File: src/rtl/mem_arb_pkg.sv
// mem_arb_pkg: shared FSM/owner types and line geometry for the memory arbiter
package mem_arb_pkg;
  localparam int LINE_W = 128;
  localparam int OFFSET_BITS = 4;
  typedef enum logic [2:0] {IDLE, BUSY_I, BUSY_D, RESP_I, RESP_D} state_e;
  typedef enum logic {OWN_I, OWN_D} owner_e;
endpackage

File: src/rtl/mem_arbiter_if.sv
// mem_arbiter_if: requester and memory-side signals of the arbiter (slave = arbiter view, master = environment view)
interface mem_arbiter_if #(
  parameter int ADDR_W = 32,
  parameter int LINE_W = mem_arb_pkg::LINE_W
);
  logic              i_req;
  logic [ADDR_W-1:0] i_addr;
  logic [LINE_W-1:0] i_rdata;
  logic              i_ready;
  logic              d_req;
  logic              d_we;
  logic [ADDR_W-1:0] d_addr;
  logic [LINE_W-1:0] d_wdata;
  logic [LINE_W-1:0] d_rdata;
  logic              d_ready;
  logic              resp_err;
  logic              mem_req;
  logic              mem_we;
  logic [ADDR_W-1:0] mem_addr;
  logic [LINE_W-1:0] mem_wdata;
  logic [LINE_W-1:0] mem_rdata;
  logic              mem_ready;
  logic              busy;
  modport slave (
    input  i_req, i_addr, d_req, d_we, d_addr, d_wdata, mem_rdata, mem_ready,
    output i_rdata, i_ready, d_rdata, d_ready, resp_err, mem_req, mem_we, mem_addr, mem_wdata, busy
  );
  modport master (
    output i_req, i_addr, d_req, d_we, d_addr, d_wdata, mem_rdata, mem_ready,
    input  i_rdata, i_ready, d_rdata, d_ready, resp_err, mem_req, mem_we, mem_addr, mem_wdata, busy
  );
endinterface

File: src/rtl/rr_arbiter_2.sv
// rr_arbiter_2: two-way round-robin pick between I and D with last-owner register
module rr_arbiter_2 import mem_arb_pkg::*; (
  input  logic   clk,
  input  logic   reset,
  input  logic   req_i,
  input  logic   req_d,
  input  logic   upd,
  input  owner_e upd_own,
  output owner_e pick
);
  owner_e last_q, last_d;
  always_comb last_d = upd ? upd_own : last_q;
  assign pick = (req_i && (!req_d || last_q == OWN_D)) ? OWN_I : OWN_D;
  always_ff @(posedge clk or posedge reset)
    if (reset) last_q <= OWN_D;
    else last_q <= last_d;
endmodule

File: src/rtl/mem_arbiter.sv
// mem_arbiter: arbitrates I/D line refills and D writebacks onto one memory port with a watchdog
module mem_arbiter #(
  parameter int ADDR_W = 32,
  parameter int LINE_W = 128,
  parameter int TIMEOUT = 64
) (
  input logic clk,
  input logic reset,
  mem_arbiter_if.slave bus
);
  import mem_arb_pkg::*;
  localparam int WD_W = $clog2(TIMEOUT);
  localparam logic [ADDR_W-1:0] LINE_MASK = ~ADDR_W'((1 << OFFSET_BITS) - 1);
  state_e state_q, state_d;
  logic [ADDR_W-1:0] addr_q, addr_d;
  logic we_q, we_d, err_q, err_d, upd, is_i, expired, in_busy, in_resp;
  logic [LINE_W-1:0] wdata_q, wdata_d, i_rdata_q, i_rdata_d, d_rdata_q, d_rdata_d;
  logic [WD_W-1:0] wd_q, wd_d;
  owner_e pick, upd_own;
  rr_arbiter_2 u_rr (
    .clk(clk), .reset(reset), .req_i(bus.i_req), .req_d(bus.d_req),
    .upd(upd), .upd_own(upd_own), .pick(pick)
  );
  assign is_i = state_q == BUSY_I || state_q == RESP_I;
  assign expired = wd_q == WD_W'(TIMEOUT - 1);
  assign in_busy = state_q == BUSY_I || state_q == BUSY_D;
  assign in_resp = state_q == RESP_I || state_q == RESP_D;
  always_comb begin
    state_d = state_q;
    addr_d = addr_q;
    we_d = we_q;
    wdata_d = wdata_q;
    i_rdata_d = i_rdata_q;
    d_rdata_d = d_rdata_q;
    err_d = err_q;
    wd_d = wd_q;
    upd = 1'b0;
    upd_own = is_i ? OWN_I : OWN_D;
    unique case (state_q)
      IDLE: if (bus.i_req || bus.d_req) begin
        err_d = 1'b0;
        wd_d = '0;
        state_d = pick == OWN_I ? BUSY_I : BUSY_D;
        addr_d = (pick == OWN_I ? bus.i_addr : bus.d_addr) & LINE_MASK;
        we_d = pick == OWN_D && bus.d_we;
        wdata_d = pick == OWN_I ? '0 : bus.d_wdata;
      end
      BUSY_I, BUSY_D: if (bus.mem_ready || expired) begin
        // mem_ready beats a same-cycle watchdog expiry; a timeout returns a zero line
        state_d = is_i ? RESP_I : RESP_D;
        err_d = !bus.mem_ready;
        if (is_i) i_rdata_d = bus.mem_ready ? bus.mem_rdata : '0;
        else if (!bus.mem_ready || !we_q) d_rdata_d = bus.mem_ready ? bus.mem_rdata : '0;
      end else wd_d = wd_q + 1'b1;
      RESP_I, RESP_D: begin
        state_d = IDLE;
        upd = 1'b1;
      end
      default: state_d = IDLE;
    endcase
  end
  always_ff @(posedge clk or posedge reset)
    if (reset) begin
      state_q <= IDLE;
      addr_q <= '0;
      we_q <= 1'b0;
      wdata_q <= '0;
      i_rdata_q <= '0;
      d_rdata_q <= '0;
      err_q <= 1'b0;
      wd_q <= '0;
    end else begin
      state_q <= state_d;
      addr_q <= addr_d;
      we_q <= we_d;
      wdata_q <= wdata_d;
      i_rdata_q <= i_rdata_d;
      d_rdata_q <= d_rdata_d;
      err_q <= err_d;
      wd_q <= wd_d;
    end
  assign bus.busy = state_q != IDLE;
  assign bus.mem_req = in_busy;
  assign bus.mem_we = in_busy && we_q;
  assign bus.mem_addr = addr_q;
  assign bus.mem_wdata = wdata_q;
  assign bus.i_ready = state_q == RESP_I;
  assign bus.d_ready = state_q == RESP_D;
  assign bus.resp_err = in_resp && err_q;
  assign bus.i_rdata = i_rdata_q;
  assign bus.d_rdata = d_rdata_q;
endmodule

File: src/flat_wrapper.sv
// flat-port wrapper written by rule: the top's interface ports become plain ports
module mem_arbiter_flat import mem_arb_pkg::*;
#(
  parameter int ADDR_W = 32,
  parameter int LINE_W = 128,
  parameter int TIMEOUT = 64
)
  (clk, reset, bus_i_req, bus_i_addr, bus_d_req, bus_d_we, bus_d_addr, bus_d_wdata, bus_mem_rdata, bus_mem_ready, bus_i_rdata, bus_i_ready, bus_d_rdata, bus_d_ready, bus_resp_err, bus_mem_req, bus_mem_we, bus_mem_addr, bus_mem_wdata, bus_busy);
  mem_arbiter_if #(.ADDR_W(ADDR_W), .LINE_W(LINE_W)) bus_i ();
  input logic clk;
  input logic reset;
  input wire logic [$bits(bus_i.i_req)-1:0] bus_i_req;
  input wire logic [$bits(bus_i.i_addr)-1:0] bus_i_addr;
  input wire logic [$bits(bus_i.d_req)-1:0] bus_d_req;
  input wire logic [$bits(bus_i.d_we)-1:0] bus_d_we;
  input wire logic [$bits(bus_i.d_addr)-1:0] bus_d_addr;
  input wire logic [$bits(bus_i.d_wdata)-1:0] bus_d_wdata;
  input wire logic [$bits(bus_i.mem_rdata)-1:0] bus_mem_rdata;
  input wire logic [$bits(bus_i.mem_ready)-1:0] bus_mem_ready;
  output wire logic [$bits(bus_i.i_rdata)-1:0] bus_i_rdata;
  output wire logic [$bits(bus_i.i_ready)-1:0] bus_i_ready;
  output wire logic [$bits(bus_i.d_rdata)-1:0] bus_d_rdata;
  output wire logic [$bits(bus_i.d_ready)-1:0] bus_d_ready;
  output wire logic [$bits(bus_i.resp_err)-1:0] bus_resp_err;
  output wire logic [$bits(bus_i.mem_req)-1:0] bus_mem_req;
  output wire logic [$bits(bus_i.mem_we)-1:0] bus_mem_we;
  output wire logic [$bits(bus_i.mem_addr)-1:0] bus_mem_addr;
  output wire logic [$bits(bus_i.mem_wdata)-1:0] bus_mem_wdata;
  output wire logic [$bits(bus_i.busy)-1:0] bus_busy;
  assign bus_i.i_req = bus_i_req;
  assign bus_i.i_addr = bus_i_addr;
  assign bus_i.d_req = bus_d_req;
  assign bus_i.d_we = bus_d_we;
  assign bus_i.d_addr = bus_d_addr;
  assign bus_i.d_wdata = bus_d_wdata;
  assign bus_i.mem_rdata = bus_mem_rdata;
  assign bus_i.mem_ready = bus_mem_ready;
  assign bus_i_rdata = bus_i.i_rdata;
  assign bus_i_ready = bus_i.i_ready;
  assign bus_d_rdata = bus_i.d_rdata;
  assign bus_d_ready = bus_i.d_ready;
  assign bus_resp_err = bus_i.resp_err;
  assign bus_mem_req = bus_i.mem_req;
  assign bus_mem_we = bus_i.mem_we;
  assign bus_mem_addr = bus_i.mem_addr;
  assign bus_mem_wdata = bus_i.mem_wdata;
  assign bus_busy = bus_i.busy;
  mem_arbiter #(.ADDR_W(ADDR_W), .LINE_W(LINE_W), .TIMEOUT(TIMEOUT)) u_core (.clk(clk), .reset(reset), .bus(bus_i));
endmodule
File: config.mk
export PLATFORM = sky130hd
export DESIGN_NAME = mem_arbiter_flat
export DESIGN_NICKNAME = d
export VERILOG_FILES = /design/src/rtl/mem_arb_pkg.sv /design/src/rtl/mem_arbiter_if.sv /design/src/rtl/rr_arbiter_2.sv /design/src/rtl/mem_arbiter.sv /design/src/flat_wrapper.sv
export SDC_FILE = /design/constraint.sdc
export NUM_CORES = 1
export LEC_CHECK = 0
export BUFFER_PORTS_ARGS = -buffer_cell sky130_fd_sc_hd__buf_2
export CAP_MARGIN = 20
export CORE_AREA = 2 2 293 295
export CTS_CLUSTER_DIAMETER = 80
export CTS_CLUSTER_SIZE = 25
export DETAILED_ROUTE_END_ITERATION = 10
export DIE_AREA = 0 0 295 297
export PLACE_DENSITY = 0.43
export SYNTH_ARGS = -nofsm -noshare
export SYNTH_HDL_FRONTEND = slang
export SYNTH_SLANG_ARGS = --single-unit
File: constraint.sdc
create_clock -name clk -period 14.29 [get_ports clk]
set_clock_uncertainty 0.15 [all_clocks]
set_input_delay 1.429 -clock clk [delete_from_list [all_inputs] [get_ports clk]]
set_output_delay 1.429 -clock clk [all_outputs]
set_load 0.03 [all_outputs]
==> summary.md, run 1 <==
The synthesized netlist devotes 28.6% of its cell area to compound gates. The number of hold buffers added after CTS was 0. The most prevalent standard cell on the critical path was buf_4.

A synthesized cell averages 13.6 um^2. The most frequent standard cell in the layout excluding fill and tap cells was buf_2. Synthesis produced 1222 cells. The first TritonRoute pass finished after 5 iterations. TritonCTS built the clock tree. The smallest clock period supported by the final layout is computed as 3.80 ns. The number of synthesized flops with an enable pin is 0, and the remaining global-route overflow is 0.

The worst setup path is launched from a primary input. The max capacitance violation total was 0; the starting utilization of the core area was 19.7%. CTS saw 424 sinks. Dividing the detail-routed wire length by the instance count gives 20.9 um. Setup violations remaining at the end of the flow were counted as 0. The setup check on the worst reg-to-reg path leaves a slack of 11.08 ns. The critical path starts at bus_d_req. Measured along the x axis, the die boundary spans 295 um.

The run gives 0 as the post-CTS setup repair buffer count. Maximum fanout along the worst path: 91. Post-CTS repair changed the size of 0 cells. The layout cell share with drive strength beyond 1 was 43.0%; the CTS buffer count was 30. At the pin with the least slew margin, the transition time is 1.04 ns.

The routed design has 63.7 mm of wire. Setup repair after global routing left no endpoint under its margin. STA puts the critical path data arrival time at 4.20 ns. The startpoint identified for the worst hold timing path is u_core.bus.mem_addr[23]. The critical path's largest stage delay was 0.81 ns; the share of the synthesized netlist area taken by xor and xnor gates was 0%.

The most critical setup path has its endpoint at u_core.bus.mem_wdata[28]. The post-route fraction of the period consumed by the critical path came out at 26.6%. The worst setup path is captured at a flip-flop.

Power spread over the standard cell area amounts to 290 nW/um^2. The region available for standard cell placement spans 84500 um^2. The number of buffers and inverters on the critical path is 3. The first global-routing pass estimated 93.7 mm of wire. The most used flip-flop cell after synthesis is dfrtp_1. The kind of path behind the tightest hold check is reg2reg.

After Yosys synthesis, and, or, nand and nor cells account for 1.92% of the synthesized area. In this design, the largest share of critical-path delay is due to buffers and inverters. For this run, asynchronously set or reset flops after synthesis account for 100%.

By startpoint and endpoint, the worst setup path is classified as in2reg. The critical path runs through a total of 5 cells. The netlist uses 38 different library cells. The leakage power is 0.0115 uW, and the clock-pin slew on the worst setup and hold paths is 0.09 ns. For this run, the total global-route usage over all layers was measured as 13.8%. The I/O pin total is 748. The run finished with clean final reports.

For the worst setup path, the data required time is 14.69 ns. The library cells used most frequently in the layout, excluding fill and tap cells, are buf_2, a22o_1, dfrtp_1. The maximum number of pins on one net before global-route repair is 148.

The post-layout net count is 2209, and the part of the Yosys area used for sequential elements is 63.7%. The maximum count of clock buffers along a single path was 3. The tools report the capture point of the worst reg-to-reg path as u_core.bus.d_rdata[98]. During placement, the flow inserted port buffers numbering 735.

By area, the combinational part of the netlist is dominated by compound AO/OA/AOI/OAI gates. The tools report the number of antenna violations at the first check in global routing as 15. Compared with the post-synthesis result, the final layout area differs by 35.3%. The logs give 26.7% for the final cell utilization of the core and 0 for the final count of hold timing violations.

For the via count of the first global-routing pass, the log shows 14.0k. For the detailed placement HPWL, the log shows 43.7 mm. The floorplan has 107 rows. The tools report the routed via count as 13.5k. The remaining antenna violation count after routing came out at 0.

The post-route setup TNS was 0 ns; the largest voltage drop on the vdd net was 0.135 mV. During synthesis, Yosys emitted a total of 0 warnings. Maximum level of the CTS H-tree: 1. At the later pin of the worst-skew pair, clock insertion delay measures 0.62 ns. The worst register-to-register path begins at u_core.wd_q[0]. After synthesis the netlist holds a flip-flop and latch count of 424.

The die covers 87600 um^2. The logs give 659 for the initial detailed-routing violation count and 0.787 for the final weighted congestion in routability-driven placement. Timing would allow up to 263 MHz.

After synthesis the cells add up to 16700 um^2. In this run the tightest slew margin relative to its limit is 30.5%. The die span in y came out at 297 um. The critical path goes through buf_2 > o21ai_4 > buf_4 > buf_4 > a22o_1.

The root buffer cell chosen for the clock tree is clkbuf_16. The via-per-instance ratio is 4.41. The largest individual stage delay along the critical path comes from the cell buf_4. The synthesized netlist devotes 0.0751% of its cell area to adder and majority cells. The run gives 0 as the final-report max-slew violation count. For the worst flop-to-flop path, the logic depth is 6. The final routed DRC violation total was 0. Of the post-synthesis cell area, the part taken by muxes is 1.74%.
-- through the flow --
| step | power, uW | instance area (um^2) | hold WS, ns | std cells | setup WS [ns] |
|---|---|---|---|---|---|
| after floorplan | 4470 | 16700 | 0.322 | 1225 | 0.908 |
| final | 6530 | 22500 | 0.325 | 3054 | 10.49 |
| after detailed placement | 5590 | 21300 | 0.314 | 2990 | 9.89 |
| after global routing | 6910 | 22500 | 0.368 | 3053 | 10.31 |
| after CTS | 6620 | 22500 | 0.334 | 3046 | 10.49 |
| after global placement | 5560 | 21300 | 0.317 | 2990 | 9.96 |
-- cell type report --
class                      count  area (um^2)
antenna                        4         10.0
clock buffer                  37          817
clock inverter                19          294
fill                        8878        61900
inverter                       9         41.3
multi-input combinational    662         5450
sequential                   424        10600
tap                         1144         1430
timing repair buffer         755         3890
-- cells in the mapped netlist (all sizes together), types with 2 or more instances --
library cell / number / area, um^2
nand3: 4 / 20.0
o22a: 4 / 35.0
inv: 9 / 33.8
nor2: 10 / 45.0
and2: 3 / 18.8
nor3: 4 / 25.0
buf: 84 / 458
a22o: 512 / 4480
nand2: 39 / 146
o21ai: 31 / 155
nand2b: 3 / 18.8
dfrtp: 423 / 10600
a31oi: 2 / 12.5
and3: 2 / 12.5
clkbuf: 46 / 173
nor3b: 2 / 15.0
mux2i: 29 / 290
-- worst reg2reg max path, cell delays in order, from the launching register on --
cell	delay [ns]
dfrtp_1	0.40
ha_1	0.22
nand3_1	0.14
o21bai_1	0.52
nand2_4	0.61
buf_4	0.62
a22o_1	0.44
-- kinds of logic (layout without fill, tap and decap cells) --
logic type | Yosys count | count (layout)
adders and majority gates | 1 | 1
DFF | 424 | 424
AOI/OAI and AO/OA | 559 | 559
other | 1 | 8
buffers and inverters | 139 | 820
and+or+nand+nor | 69 | 69
muxes | 29 | 29
-- sequential cells by signal (all words and copies together) (netlist names), 3 cells and up --
| signal | cells |
|---|---|
| u_core.bus.d_rdata | 128 |
| u_core.bus.i_rdata | 128 |
| u_core.bus.mem_addr | 28 |
| u_core.bus.mem_wdata | 128 |
| u_core.state_q | 3 |
| u_core.wd_q | 6 |
-- per-layer routing --
layer  wire length (um)  part of all wire [%]  up-vias  global-route usage, %
met1              25500                    40     6809                   16.5
met2              31800                    50      514                   24.3
met3               4880                   7.7       86                   3.54
met4               1520                   2.4       14                   3.64
li1                   -                     -     6053                      -
met5                 97                  0.15        -                      0
-- worst min-delay path by stage --
| stage | slack [ns] | end | cells after the start |
|---|---|---|---|
| finish | 0.32 | u_core.bus.mem_addr[23] | 2 |
| CTS | 0.33 | u_core.bus.mem_addr[23] | 2 |
| detailed placement | 0.31 | u_core.bus.mem_addr[23] | 2 |
| floorplan | 0.32 | u_core.err_q | 2 |
| global route | 0.37 | u_core.bus.i_rdata[59] | 1 |
| global placement | 0.32 | u_core.bus.mem_addr[15] | 2 |
-- report_power, final --
part | switching [uW] | internal, uW
Combinational | 2240 | 1120
Sequential | 388 | 1790
Clock | 490 | 499
Total | 3120 | 3420
No activity file was read; power rests on OpenSTA's default activity.
==> inputs of run 2 (changes only) <==
- ABC_AREA: not set -> 1
- CORE_AREA: 2 2 293 295 -> 2 2 295 297
- DIE_AREA: 0 0 295 297 -> 0 0 297 299
- PLACE_DENSITY: 0.43 -> 0.42
- clock period: 14.29 -> 3.1 ns (I/O delays scaled with it)
==> summary.md, run 2 <==
Port buffering added 735 buffers. The flow ran to the end, and the final reports show no timing, DRC or antenna violations. The number of synthesized flops with an enable pin is 0, and the maximum level of the CTS H-tree is 1.

The fmax is 370 MHz, and the critical path's largest stage delay is 0.58 ns. The floorplan step defined a die boundary enclosing 88800 um^2. By area the synthesized netlist is led by dfrtp_1, nand2_1, o21ai_0. The clock-pin slew on the worst setup and hold paths is 0.09 ns. The largest voltage drop on the vdd net came out at 0.642 mV. Most used standard cell by instance count after synthesis: nand2_1. In the routed layout, each cell is associated on average with a via count of 4.11.

The tree is rooted in a clkbuf_16. The logs give 0 for the remaining global-route overflow and 0 for the final count of hold timing violations. The most used flip-flop cell after synthesis is dfrtp_1.

The detailed placement HPWL came out at 43.9 mm. By count the netlist is led by nand2_1, dfrtp_1, o21ai_0. For the slack of the worst reg-to-reg path, the log shows 0.40 ns. The library cell used most frequently in the layout, excluding fill and tap cells, is buf_2. From bottom edge to top edge, the die measures 299 um. For the finished layout, the period the worst path requires is 2.70 ns. The run gives 0 as the setup-violating endpoint count in the final report. The post-layout net count is 3116, and the final routed DRC violation total is 0. The run gives 26700 uW as the total design power. TritonCTS built the clock tree. The post-synthesis register bit count is 424.

For this block, the initial DRC count from the detailed router was 863. Number of antenna violations at the first check in global routing: 4. The overall track demand over capacity in global routing is 13.9%, and the I/O pin total is 748.

From synthesis to final layout, the design area changed by 55.0%. Along the worst path, the maximum fanout reaches 20. STA classifies the critical path startpoint as a flip-flop.

In this run the static leakage power is 0.0133 uW. The post-route netlist has 30.2% of its cells at a drive strength greater than 1. Among all stages on the critical path, the largest delay is contributed by dlygate4sd3_1.

The x dimension of the die is 297 um, and the post-CTS setup repair buffer count is 0. Routability-driven placement finished with a final weighted congestion of 0.792. Count of inserted antenna diode cells: 0.

Once the floorplan was initialized, standard cells occupied 19.7% of the core. In this run, placement finished with an instance count of 3596. The tools report the first-pass iteration count of the detailed router as 5. In the synthesized netlist, the number of instances is 1799. In this run the deepest clock path goes through 3 buffers. Of the available clock period, the critical path in the final layout requires 87.1%.

The logs give 62.8% for the part of the Yosys area used for sequential elements and 16.9k for the via count of the first global-routing pass. The portion of synthesized cell area occupied by the leading cell type was 62.7%; the areal power density over the cells was 1020 nW/um^2. The worst pin sits at a relative slew slack of 36.1%.

The routed via count is 16.3k. Cell row count: 108. In the layout the commonest cells are buf_2, nand2_1, dfrtp_1. The signal on the critical path passes through nor2_4 > nand2_4 > nor2_4 > buf_4 > o21ai_0 > o21ai_0 > dlygate4sd3_1. Dividing the detail-routed wire length by the instance count gives 16.0 um. The wire length of the first global-routing pass came out at 99.7 mm. Summed over all failing endpoints, the final setup total negative slack is 0 ns. Sum of routed wire length over all layers: 63.5 mm. The run gives 0.60 ns as the clock latency at the later pin of the worst-skew pair. Entering global routing, the biggest net connects 160 pins. The final-report max-slew violation count is 0. The run gives 85900 um^2 as the core region area. The count of cell types in the netlist was 25. Yosys printed 0 warnings. The data required time of the worst path was 3.50 ns; the post-synthesis instance area was 16900 um^2. Setup repair after global routing left no endpoint under its margin. Remaining antenna violation count after routing: 0. At the worst endpoint, the arrival time is 3.10 ns. The kind of end point of the critical path is a flip-flop. Buffers inserted during clock tree synthesis total 29. The tightest min-delay check is of the in2reg type. After the flow finishes, the layout carries non-filler instances totaling 3967. The critical path is of the reg2reg type. Measured slew at the worst slew-check pin: 0.959 ns. A synthesized cell averages 9.39 um^2. After synthesis, the share of flip-flops with an asynchronous set or reset is 100%. Cell type contributing the most total cell area after synthesis: dfrtp_1. The number of clock sinks was 424. Across the run, the number of max-cap violations was 0.
## run 2: cell count changes after synthesis, moves of 31 or more
| cell | before | now |
|---|---|---|
| a22o_1 | 512 | 0 |
| buf_2 | 72 | 41 |
| nand2_1 | 39 | 550 |
| nand3_1 | 4 | 137 |
| nor2_1 | 9 | 41 |
| o21ai_0 | 30 | 258 |
| o21ai_1 | 1 | 214 |
## run 2: kinds of logic after synthesis
group / synth area share, %
and+or+nand+nor: 17.8
adders and majority gates: 0.0741
AOI/OAI and AO/OA: 14.1
other: 0.0222
buffers and inverters: 5.11
DFF: 62.8
xor gates and xnor gates: 0.0519
## run 2: path summary, 6_finish.rpt
| path | startpoint | end | depth (start not counted) |
|---|---|---|---|
| max | u_core.state_q[1] | u_core.bus.mem_addr[19] | 7 |
| min | bus_d_req | u_core.bus.mem_wdata[116] | 4 |
| max reg2reg | u_core.state_q[1] | u_core.bus.mem_addr[19] | 7 |
| min reg2reg | u_core.bus.i_rdata[95] | u_core.bus.i_rdata[95] | 2 |
| max in group asynchronous | reset | u_core.bus.i_rdata[95] | 5 |
| min in group asynchronous | reset | u_core.bus.mem_addr[6] | 3 |
## run 2: per-stage QoR
step           util (%)  setup slack, ns  cell area, um^2  hold WS [ns]
2_1_floorplan         -            -3.08            16900         0.292
3_3_place_gp       25.5            0.714            21900         0.270
3_5_place_dp       25.5            0.692            21900         0.273
4_1_cts            30.5            0.335            26200       0.00321
5_1_grt            30.5            0.226            26200        0.0743
6_report           30.5            0.401            26200        0.0394
## run 2: power by group
part | leakage [uW] | internal [uW] | switching (uW)
combinational | 0.00731 | 3840 | 9170
sequential | 0.00548 | 7820 | 1190
clock | 0.000538 | 2290 | 2360
total | 0.0133 | 14000 | 12700
## run 2: routing by layer
layer / global-route usage [%] / up-vias / wire [um]
met5: 0 / - / 24
met4: 3.37 / 4 / 1450
met3: 3.13 / 77 / 4280
met2: 24.0 / 570 / 30900
met1: 17.5 / 7710 / 26900
li1: - / 7946 / -
## run 2: layout make-up
| type | count | area, um^2 |
|---|---|---|
| Multi-Input combinational cell | 1220 | 5460 |
| Sequential cell | 424 | 10600 |
| Clock inverter | 22 | 379 |
| Fill cell | 9232 | 59800 |
| Clock buffer | 32 | 747 |
| Timing Repair Buffer | 1101 | 7500 |
| Inverter | 13 | 52.6 |
| Tap cell | 1155 | 1450 |
## run 2: timing repair
item	4_1_cts	5_1_grt
endpoints found under the hold margin	425	0
hold buffers	317	0
endpoints found under the setup margin	0	0
gates resized for setup	0	0
## run 2: worst max-delay path: cells and delay by family, from the launching register on
kind	cells	cell delay, ns
flops	1	0.46
simple gates	3	0.83
compound gates	2	0.32
buf+inv	2	0.86
